## src/rtl/top_fdct_mac_pkg.sv

```systemverilog
// Shared types and helpers for the FDCT multiply-accumulate pipeline.
// Saturation works on a wide signed carrier so one helper serves every width.
package top_fdct_mac_pkg;

    localparam int SAT_WIDTH = 128;

    typedef logic signed [SAT_WIDTH-1:0] wide_t;

    typedef struct packed {
        logic valid;
        logic first;
        logic last;
    } beat_ctl_t;

    function automatic int prod_width(input int a_width, input int b_width);
        return a_width + b_width;
    endfunction

    // Half an LSB of the descaled result, added before the arithmetic shift.
    function automatic wide_t round_const(input int shift);
        wide_t one;
        one = wide_t'(1);
        if (shift > 0) begin
            return one <<< (shift - 1);
        end
        return '0;
    endfunction

    function automatic wide_t sat(input wide_t value, input int width);
        wide_t hi;
        wide_t lo;
        hi = (wide_t'(1) <<< (width - 1)) - wide_t'(1);
        lo = -hi - wide_t'(1);
        if (value > hi) begin
            return hi;
        end
        if (value < lo) begin
            return lo;
        end
        return value;
    endfunction

endpackage

```

## src/rtl/top_fdct_mac_descale.sv

```systemverilog
// Round-half-up descale of the accumulator followed by saturation to the
// output width; purely combinational.
module top_fdct_mac_descale
    import top_fdct_mac_pkg::*;
#(
    parameter int ACC_WIDTH = 36,
    parameter int OUT_WIDTH = 16,
    parameter int SHIFT     = 13
) (
    input  logic signed [ACC_WIDTH-1:0] acc,
    output logic signed [OUT_WIDTH-1:0] value,
    output logic                        ovf
);

    localparam logic signed [ACC_WIDTH:0] ROUND = (ACC_WIDTH + 1)'(round_const(SHIFT));

    logic signed [ACC_WIDTH:0] shifted;
    wide_t                     clamped;

    // One extra bit keeps the rounding add from wrapping near the positive limit.
    always_comb begin
        shifted = ((ACC_WIDTH + 1)'(acc) + ROUND) >>> SHIFT;
        clamped = sat(wide_t'(shifted), OUT_WIDTH);
        value   = clamped[OUT_WIDTH-1:0];
        ovf     = (clamped != wide_t'(shifted));
    end

endmodule

```

## src/rtl/top_fdct_mac_pipe.sv

```systemverilog
// Pipelined signed multiply-accumulate with descale, saturation and a
// valid/ready handshake; a stalled output freezes the whole pipeline.
module top_fdct_mac_pipe
    import top_fdct_mac_pkg::*;
#(
    parameter int A_WIDTH   = 16,
    parameter int B_WIDTH   = 15,
    parameter int ACC_WIDTH = 36,
    parameter int OUT_WIDTH = 16,
    parameter int SHIFT     = 13,
    parameter int NUM_STAGE = 3,
    parameter bit ACC_EN    = 1'b1
) (
    input  logic                        ap_clk,
    input  logic                        ap_rst_n,
    input  logic                        in_valid,
    output logic                        in_ready,
    input  logic signed [A_WIDTH-1:0]   in_a,
    input  logic signed [B_WIDTH-1:0]   in_b,
    input  logic                        in_first,
    input  logic                        in_last,
    output logic                        out_valid,
    input  logic                        out_ready,
    output logic signed [OUT_WIDTH-1:0] out_data,
    output logic                        out_ovf
);

    localparam int PROD_WIDTH = prod_width(A_WIDTH, B_WIDTH);
    localparam int PIPE_DEPTH = NUM_STAGE - 2;

    if (NUM_STAGE < 2) begin : g_bad_num_stage
        $error("NUM_STAGE must be at least 2");
    end
    if (ACC_WIDTH < PROD_WIDTH) begin : g_bad_acc_width
        $error("ACC_WIDTH must hold the full product");
    end
    if (OUT_WIDTH > ACC_WIDTH) begin : g_bad_out_width
        $error("OUT_WIDTH must not exceed ACC_WIDTH");
    end

    logic stall;
    assign stall    = out_valid && !out_ready;
    assign in_ready = ap_rst_n && !stall;

    beat_ctl_t                    s1_ctl;
    logic signed [A_WIDTH-1:0]    s1_a;
    logic signed [B_WIDTH-1:0]    s1_b;
    logic signed [PROD_WIDTH-1:0] s1_prod;

    always_ff @(posedge ap_clk) begin
        if (!ap_rst_n) begin
            s1_ctl <= '0;
        end else if (!stall) begin
            s1_ctl.valid <= in_valid;
            s1_ctl.first <= ACC_EN ? in_first : 1'b1;
            s1_ctl.last  <= ACC_EN ? in_last  : 1'b1;
        end
    end

    // NOTE: operand/product registers are not reset; the valid flags travelling with them decide whether they are ever used.
    always_ff @(posedge ap_clk) begin
        if (!stall) begin
            s1_a <= in_a;
            s1_b <= in_b;
        end
    end

    assign s1_prod = PROD_WIDTH'(s1_a) * PROD_WIDTH'(s1_b);

    beat_ctl_t                    fin_ctl;
    logic signed [PROD_WIDTH-1:0] fin_prod;

    if (PIPE_DEPTH == 0) begin : g_comb_prod
        assign fin_ctl  = s1_ctl;
        assign fin_prod = s1_prod;
    end else begin : g_prod_pipe
        beat_ctl_t                    ctl_q  [PIPE_DEPTH];
        logic signed [PROD_WIDTH-1:0] prod_q [PIPE_DEPTH];

        always_ff @(posedge ap_clk) begin
            if (!ap_rst_n) begin
                for (int i = 0; i < PIPE_DEPTH; i++) ctl_q[i] <= '0;
            end else if (!stall) begin
                ctl_q[0] <= s1_ctl;
                for (int i = 1; i < PIPE_DEPTH; i++) ctl_q[i] <= ctl_q[i-1];
            end
        end

        always_ff @(posedge ap_clk) begin
            if (!stall) begin
                prod_q[0] <= s1_prod;
                for (int i = 1; i < PIPE_DEPTH; i++) prod_q[i] <= prod_q[i-1];
            end
        end

        assign fin_ctl  = ctl_q[PIPE_DEPTH-1];
        assign fin_prod = prod_q[PIPE_DEPTH-1];
    end

    logic signed [ACC_WIDTH-1:0] acc_q;
    logic signed [ACC_WIDTH-1:0] acc_base;
    logic signed [ACC_WIDTH-1:0] acc_next;
    logic signed [ACC_WIDTH:0]   sum;
    logic                        ovf_q;
    logic                        ovf_next;
    logic                        acc_sat;
    logic signed [OUT_WIDTH-1:0] ds_value;
    logic                        ds_ovf;

    // Overflow of the signed add shows as disagreement of the two top sum bits.
    always_comb begin
        acc_base = fin_ctl.first ? '0 : acc_q;
        sum      = (ACC_WIDTH + 1)'(acc_base) + (ACC_WIDTH + 1)'(fin_prod);
        acc_sat  = (sum[ACC_WIDTH] != sum[ACC_WIDTH-1]);
        acc_next = acc_sat ? {sum[ACC_WIDTH], {(ACC_WIDTH-1){~sum[ACC_WIDTH]}}}
                           : sum[ACC_WIDTH-1:0];
        ovf_next = (fin_ctl.first ? 1'b0 : ovf_q) | acc_sat;
    end

    top_fdct_mac_descale #(
        .ACC_WIDTH (ACC_WIDTH),
        .OUT_WIDTH (OUT_WIDTH),
        .SHIFT     (SHIFT)
    ) u_descale (
        .acc   (acc_next),
        .value (ds_value),
        .ovf   (ds_ovf)
    );

    // Clearing after a last beat makes a following beat behave as a first.
    always_ff @(posedge ap_clk) begin
        if (!ap_rst_n) begin
            acc_q     <= '0;
            ovf_q     <= 1'b0;
            out_valid <= 1'b0;
            out_data  <= '0;
            out_ovf   <= 1'b0;
        end else if (!stall) begin
            out_valid <= fin_ctl.valid && fin_ctl.last;
            if (fin_ctl.valid) begin
                if (fin_ctl.last) begin
                    acc_q    <= '0;
                    ovf_q    <= 1'b0;
                    out_data <= ds_value;
                    out_ovf  <= ovf_next | ds_ovf;
                end else begin
                    acc_q <= acc_next;
                    ovf_q <= ovf_next;
                end
            end
        end
    end

endmodule

```

## config.mk

```make
export PLATFORM = sky130hd
export DESIGN_NAME = top_fdct_mac_pipe
export DESIGN_NICKNAME = d
export VERILOG_FILES = /design/src/rtl/top_fdct_mac_pkg.sv /design/src/rtl/top_fdct_mac_descale.sv /design/src/rtl/top_fdct_mac_pipe.sv
export SDC_FILE = /design/constraint.sdc
export NUM_CORES = 1
export LEC_CHECK = 0
export BUFFER_PORTS_ARGS = -buffer_cell sky130_fd_sc_hd__clkbuf_2
export CAP_MARGIN = 20
export CORE_MARGIN = 2
export CORE_UTILIZATION = 50
export DETAILED_ROUTE_END_ITERATION = 8
export GPL_TIMING_DRIVEN = 0
export PLACE_DENSITY = 0.7
export SYNTH_ARGS = -nofsm -noshare
export SYNTH_HDL_FRONTEND = slang
export SYNTH_SLANG_ARGS = --single-unit
export TNS_END_PERCENT = 100
```

## constraint.sdc

```tcl
create_clock -name ap_clk -period 7.5 [get_ports ap_clk]
set_clock_uncertainty 0.05 [all_clocks]
set_input_delay 1.875 -clock ap_clk [delete_from_list [all_inputs] [get_ports ap_clk]]
set_output_delay 1.875 -clock ap_clk [all_outputs]
set_load 0.02 [all_outputs]
```

### After elaboration in Yosys (flattened, before gate mapping)

Memory sizes are Yosys's and may differ from the RTL's.
Index checks and enable logic that the tools add are counted.

| operators by class | value |
|---|---|
| add/sub/neg operators | 2 |
| $mul | 1 |
| order comparisons | 2 |
| eq/ne operators | 2 |
| muxes and demuxes | 18 |
| bitwise gates (word level) | 4 |
| reduce and logical (&&, ||, !) cells | 8 |

Operators with widths:

| kind | count |
|---|---|
| 128-bit two-way mux | 4 |
| 128-bit by 24-bit inequality test with 1-bit output | 1 |
| 36-bit two-way mux | 3 |
| 36-bit by 14-bit adder with 37-bit output (second input constant) | 1 |
| 36-bit by 31-bit adder with 37-bit output | 1 |
| 16-bit by 15-bit multiplier with 31-bit output | 1 |
| 24-bit by 16-bit greater-than comparator with 1-bit output (second input constant) | 1 |
| 24-bit by 16-bit less-than comparator with 1-bit output (second input constant) | 1 |
| 1-bit two-way mux | 10 |
| 1-bit logical AND | 3 |
| 3-bit two-way mux | 1 |
| 3-bit AND reduction | 1 |
| 3-bit OR reduction | 1 |
| 1-bit logical NOT | 2 |
| 1-bit NOT | 2 |
| 1-bit OR | 2 |
| 2-bit AND reduction | 1 |
| 1-bit inequality test | 1 |

| word-level totals | value |
|---|---|
| bits in registers | 89 |
| bits in writable memories | 34 |
| output and inout bits | 19 |
| word-level logic and storage cells | 49 |
| memories | 2 |

Memories:

| name | depth | bits a word | read ports | clocked after Yosys merged registers in | wr ports | RTL line | RTL |
|---|---|---|---|---|---|---|---|
| g_prod_pipe.prod_q | 1 | 31 | 1 | 0 | 1 | top_fdct_mac_pipe.sv:78 | `logic signed [PROD_WIDTH-1:0] prod_q [PIPE_DEPTH];` |
| g_prod_pipe.ctl_q | 1 | 3 | 1 | 0 | 1 | top_fdct_mac_pipe.sv:77 | `beat_ctl_t ctl_q [PIPE_DEPTH];` |

### Depth between registers and ports, before layout

| logic depth | value |
|---|---|
| depth after elaboration | 12 |
| mapped depth | 31 |

### Modules after synthesis

From an unflattened synthesis, not the netlist that was laid out.

| unflattened totals | value |
|---|---|
| cells, all modules | 1887 |
| area, all modules | 16874.9 um^2 |

Modules (own cells, without submodules):

| module | instances | cells an instance | area each (um^2) | seq. area each (um^2) |
|---|---|---|---|---|
| top_fdct_mac_pipe | 1 | 1730 | 15855.2 | 3113.0 |
| top_fdct_mac_descale | 1 | 157 | 1019.7 | 0.0 |

### Worst setup path before layout

OpenSTA, ideal clock, no wires.

| timing | value |
|---|---|
| path type | register -> register |
| start point | register s1_b[14] |
| end point | memory g_prod_pipe.prod_q[0][29] (netlist bit), data pin |
| arrival time | 6.151 ns |
| setup slack | 1.042 ns |
| stages on the path, launching flop included | 24 |
| clock period less this slack | 6.458 ns |
| cells stage by stage | edfxtp_1 -> clkbuf_1 -> nand2b_1 -> fa_1 -> fa_1 -> inv_1 -> fa_1 -> inv_1 -> fa_1 -> fa_1 -> inv_1 -> fa_1 -> ha_1 -> o21a_1 -> nor2_1 -> nor2b_1 -> nand2_1 -> a2bb2oi_1 -> o311a_1 -> o31ai_1 -> or4_1 -> a31o_2 -> a21oi_1 -> xnor2_1 |

| on the way | value |
|---|---|
| cells in the longest elaborated chain, start to end | 1 |

Ends and longest elaborated chain:

| what | RTL line | RTL |
|---|---|---|
| start, declared | top_fdct_mac_pipe.sv:47 | `logic signed [B_WIDTH-1:0] s1_b;` |
| start signal, assigned | top_fdct_mac_pipe.sv:64 | `s1_b <= in_b;` |
| 16-bit by 15-bit multiplier with 31-bit output | top_fdct_mac_pipe.sv:68 | `assign s1_prod = PROD_WIDTH'(s1_a) * PROD_WIDTH'(s1_b);` |
| named net s1_prod[29] | top_fdct_mac_pipe.sv:48 | `logic signed [PROD_WIDTH-1:0] s1_prod;` |
| end, declared | top_fdct_mac_pipe.sv:78 |  |

The timed path passes the listed nets, and every way through them passes these cells.

### Worst setup path in the final report

| timing | value |
|---|---|
| start point | register s1_b[6] |
| end point | memory g_prod_pipe.prod_q[0][29] (netlist bit), data pin |

Same word-level chain as after synthesis.

==> flow_summary.rst <==
.. list-table::
   :header-rows: 1

   * - Metric
     - Value
   * - Global-route usage over all layers
     - 0.256
   * - Fraction of layout cells with a size suffix above 1
     - 0.0851
   * - Number of sinks on the clock net
     - 123
   * - Clock root buffer
     - sky130_fd_sc_hd__clkbuf_16
   * - Run status
     - finished clean
   * - Inserted Clock Buffers
     - 17
   * - Synth Area per Inst
     - 9.26 um^2
   * - Critical Path Source Type
     - flip-flop
   * - Hold_sp
     - acc_q[10]
   * - Synth-to-layout area growth
     - 9.45%
   * - Average wire length per cell after detail routing
     - 17.8 um
   * - Top post-synthesis cells by count
     - sky130_fd_sc_hd__fa_1, sky130_fd_sc_hd__inv_1, sky130_fd_sc_hd__nand2_1
   * - Final antenna diode count
     - 0
   * - Number of top-level design ports
     - 56
   * - Synth Instances
     - 1768
   * - Die Y
     - 185 um
   * - Largest net degree at the start of global routing
     - 64
   * - Final min period
     - 7.10 ns
   * - Vias in the first global route
     - 13400
   * - Antenna violations before repair
     - 0
   * - Tightest Hold Check Type
     - reg -> reg
   * - Final cell area excluding filler cells
     - 17900 um^2
   * - Yosys Warn Count
     - 0
   * - Final standard cell count with taps included and fillers excluded
     - 2299
   * - Fin. Hold Viols
     - 0
   * - Type of element capturing the critical path
     - flip-flop
   * - Placement Cell Area
     - 17200 um^2
   * - Worst-skew pair later-pin latency
     - 0.45 ns
   * - Number of synthesized flops with an enable pin
     - 65
   * - Drt pass-1 iters
     - 5
   * - Maximum level of the CTS H-tree
     - 4
   * - Detailed-route DRC error count
     - 0
   * - Clock transition at path regs
     - 0.06 ns
   * - Hold Path Cell Cnt
     - 2
   * - Number of vias per cell
     - 5.56
   * - Reg2reg end
     - g_prod_pipe.prod_q[0][29]
   * - Max transition margin
     - 0.455
   * - Setup-violating endpoint count in the final report
     - 0
   * - Area of the die
     - 34200 um^2
   * - Row cnt
     - 66
   * - TritonCTS clock tree
     - done
   * - R2R depth
     - 23
   * - Detailed placer's ending HPWL
     - 33.2 mm
   * - Flip-flop and latch count after synthesis
     - 123
   * - Count leader, synth
     - sky130_fd_sc_hd__fa_1
   * - Placeable core area
     - 32400 um^2
   * - Starting density of the core
     - 0.506
   * - Total gr overflow
     - 0
   * - Arrival @ worst endpoint
     - 7.25 ns
   * - Seq/Total Area, Yosys
     - 0.190
   * - Number of buffers added on ports
     - 54
   * - Worst setup slack after placement
     - -0.567 ns
   * - Gpl congestion
     - 0.945
   * - Count of placed standard cells including taps
     - 2265
   * - Worst setup slack for register-to-register paths
     - 0.40 ns
   * - Number of nets produced by synthesis
     - 2163
   * - Library cell with the largest summed area after synthesis
     - sky130_fd_sc_hd__fa_1
   * - Area of the mapped netlist
     - 16400 um^2
   * - Fraction of registers with async set or reset after synthesis
     - 0
   * - Maximum fanout along the worst path
     - 10
   * - Number of max-slew violations in the final report
     - 0
   * - Hold slack
     - 0.412 ns
   * - Number of vias after detailed routing
     - 12800
   * - Total number of nets in the final design
     - 2239
   * - Maximum clock frequency
     - 0.141 GHz
   * - X dimension of the die
     - 185 um
   * - Final routed wirelength across all metal layers
     - 40.8 mm
   * - Max-cap check violation count
     - 0
   * - Bufs on Longest Clock Path
     - 2
   * - DRC violation total after the first TritonRoute iteration
     - 816
   * - Fin crit share
     - 0.946
   * - RSZ-0062 raised after global routing
     - no
   * - Share of the synthesized area in the top cell type
     - 0.288
   * - Wire length of the first global-routing pass
     - 68.0 mm
   * - Transition time of the tightest slew-check pin
     - 0.811 ns
   * - Biggest area contributors in the synthesized netlist
     - sky130_fd_sc_hd__fa_1, sky130_fd_sc_hd__edfxtp_1, sky130_fd_sc_hd__ha_1, sky130_fd_sc_hd__dfxtp_1, sky130_fd_sc_hd__inv_1
   * - Endpoint, Worst Hold
     - acc_q[10]
   * - Data required, critical path
     - 7.65 ns
   * - Most used flip-flop cell after synthesis
     - sky130_fd_sc_hd__edfxtp_1
   * - Distinct cell type count after synthesis
     - 81
   * - Worst setup slack after layout
     - 0.403 ns
   * - Critical path start-end classification
     - reg -> reg
   * - Post-DRT Antenna Nets
     - 0
   * - Startpoint of the most critical register-to-register path
     - s1_b[6]
[registers in the layout (all words and copies together), names as in the netlist]
signal	count
s1_a	16
out_valid	1
s1_b	15
s1_ctl	3
g_prod_pipe.prod_q	31
acc_q	36
out_ovf	1
out_data	16
g_prod_pipe.ctl_q	3
ovf_q	1
[cells by family (layout without fill, tap and decap cells)]
kind of cell | count (synthesis) | in the layout | synth area share
compound gates | 298 | 298 | 0.121
xor+xnor | 74 | 74 | 0.0396
fa+ha+maj | 363 | 363 | 0.385
buf+inv | 301 | 390 | 0.0707
flops | 123 | 123 | 0.190
mux | 13 | 13 | 0.00833
simple gates | 596 | 596 | 0.185
[layout by cell type, fill, tap and decap left out, types with 11 or more instances in the layout]
| master | count |
|---|---|
| sky130_fd_sc_hd__a22oi_1 | 23 |
| sky130_fd_sc_hd__a21boi_0 | 14 |
| sky130_fd_sc_hd__a21o_1 | 13 |
| sky130_fd_sc_hd__xor2_1 | 16 |
| sky130_fd_sc_hd__xnor2_1 | 57 |
| sky130_fd_sc_hd__buf_2 | 14 |
| sky130_fd_sc_hd__clkbuf_16 | 18 |
| sky130_fd_sc_hd__nand2b_1 | 27 |
| sky130_fd_sc_hd__nand3_1 | 25 |
| sky130_fd_sc_hd__and2_1 | 95 |
| sky130_fd_sc_hd__dfxtp_1 | 58 |
| sky130_fd_sc_hd__mux2i_1 | 11 |
| sky130_fd_sc_hd__or3_1 | 13 |
| sky130_fd_sc_hd__o211ai_1 | 11 |
| sky130_fd_sc_hd__o21ai_0 | 59 |
| sky130_fd_sc_hd__ha_1 | 121 |
| sky130_fd_sc_hd__clkbuf_1 | 42 |
| sky130_fd_sc_hd__nor2_1 | 72 |
| sky130_fd_sc_hd__edfxtp_1 | 65 |
| sky130_fd_sc_hd__clkbuf_2 | 70 |
| sky130_fd_sc_hd__and3_1 | 14 |
| sky130_fd_sc_hd__fa_1 | 236 |
| sky130_fd_sc_hd__a21oi_1 | 72 |
| sky130_fd_sc_hd__inv_1 | 223 |
| sky130_fd_sc_hd__nand2_1 | 212 |
| sky130_fd_sc_hd__nor2b_1 | 68 |
| sky130_fd_sc_hd__nor3_1 | 27 |
[repair_timing]
item | CTS | global route
pin swaps | 1 | 1
hold buffers | 0 | 0
setup endpoints to repair | 17 | 21
buffers inserted | 2 | 3
gates resized for setup | 7 | 33
[per-stage QoR]
step | setup TNS [ns] | utilization
detailed placement | -6.24 | 0.532
global route | 0 | 0.554
finish | 0 | 0.554
floorplan | 0 | -
CTS | 0 | 0.552
global placement | -3.63 | 0.531
[final cells by class]
class | count | area, um^2
Buffer | 75 | 334
Clock inverter | 13 | 126
Inverter | 223 | 837
Clock buffer | 19 | 464
Multi-Input combinational cell | 1344 | 12200
Sequential cell | 123 | 3110
Tap cell | 442 | 553
Timing Repair Buffer | 60 | 335
Fill cell | 3014 | 14400
[worst max path at each step]
stage / from / endpoint / slack (ns) / cells past startpoint
floorplan: s1_b[14] / g_prod_pipe.prod_q[0][29] / 1.04 / 23
global placement: g_prod_pipe.ctl_q[0][1] / out_data[2] / -0.40 / 29
detailed placement: g_prod_pipe.ctl_q[0][1] / out_data[4] / -0.57 / 29
CTS: g_prod_pipe.ctl_q[0][1] / out_data[4] / 0.02 / 30
global route: s1_b[6] / g_prod_pipe.prod_q[0][29] / 0.01 / 23
finish: s1_b[6] / g_prod_pipe.prod_q[0][29] / 0.40 / 23
[per-layer routing]
metal	routed length (um)	up-vias	global-route usage
met2	19800	375	0.437
met3	2000	101	0.0385
met1	17500	6327	0.322
li1	-	5990	-
met5	0	-	0
met4	1580	0	0.118
[critical path, stage by stage (launching register included)]
cell and delay [ns]:
sky130_fd_sc_hd__edfxtp_1 0.56, sky130_fd_sc_hd__clkbuf_1 0.49, sky130_fd_sc_hd__nand2_1 0.15, sky130_fd_sc_hd__fa_1 0.48, sky130_fd_sc_hd__fa_1 0.51, sky130_fd_sc_hd__inv_1 0.05
sky130_fd_sc_hd__fa_1 0.49, sky130_fd_sc_hd__inv_1 0.06, sky130_fd_sc_hd__fa_1 0.53, sky130_fd_sc_hd__fa_1 0.55, sky130_fd_sc_hd__inv_1 0.06, sky130_fd_sc_hd__fa_1 0.47
sky130_fd_sc_hd__ha_1 0.35, sky130_fd_sc_hd__o21a_1 0.19, sky130_fd_sc_hd__nor2_1 0.11, sky130_fd_sc_hd__nor2b_1 0.09, sky130_fd_sc_hd__nand2_1 0.14, sky130_fd_sc_hd__a2bb2oi_1 0.23
sky130_fd_sc_hd__o311a_1 0.24, sky130_fd_sc_hd__o31ai_1 0.11, sky130_fd_sc_hd__or4_1 0.45, sky130_fd_sc_hd__a31o_2 0.25, sky130_fd_sc_hd__a21oi_1 0.17, sky130_fd_sc_hd__xnor2_1 0.08
Power is left out: the tool's default activity adds up to more than one toggle a clock period on the data nets, which glitch-free logic cannot reach.
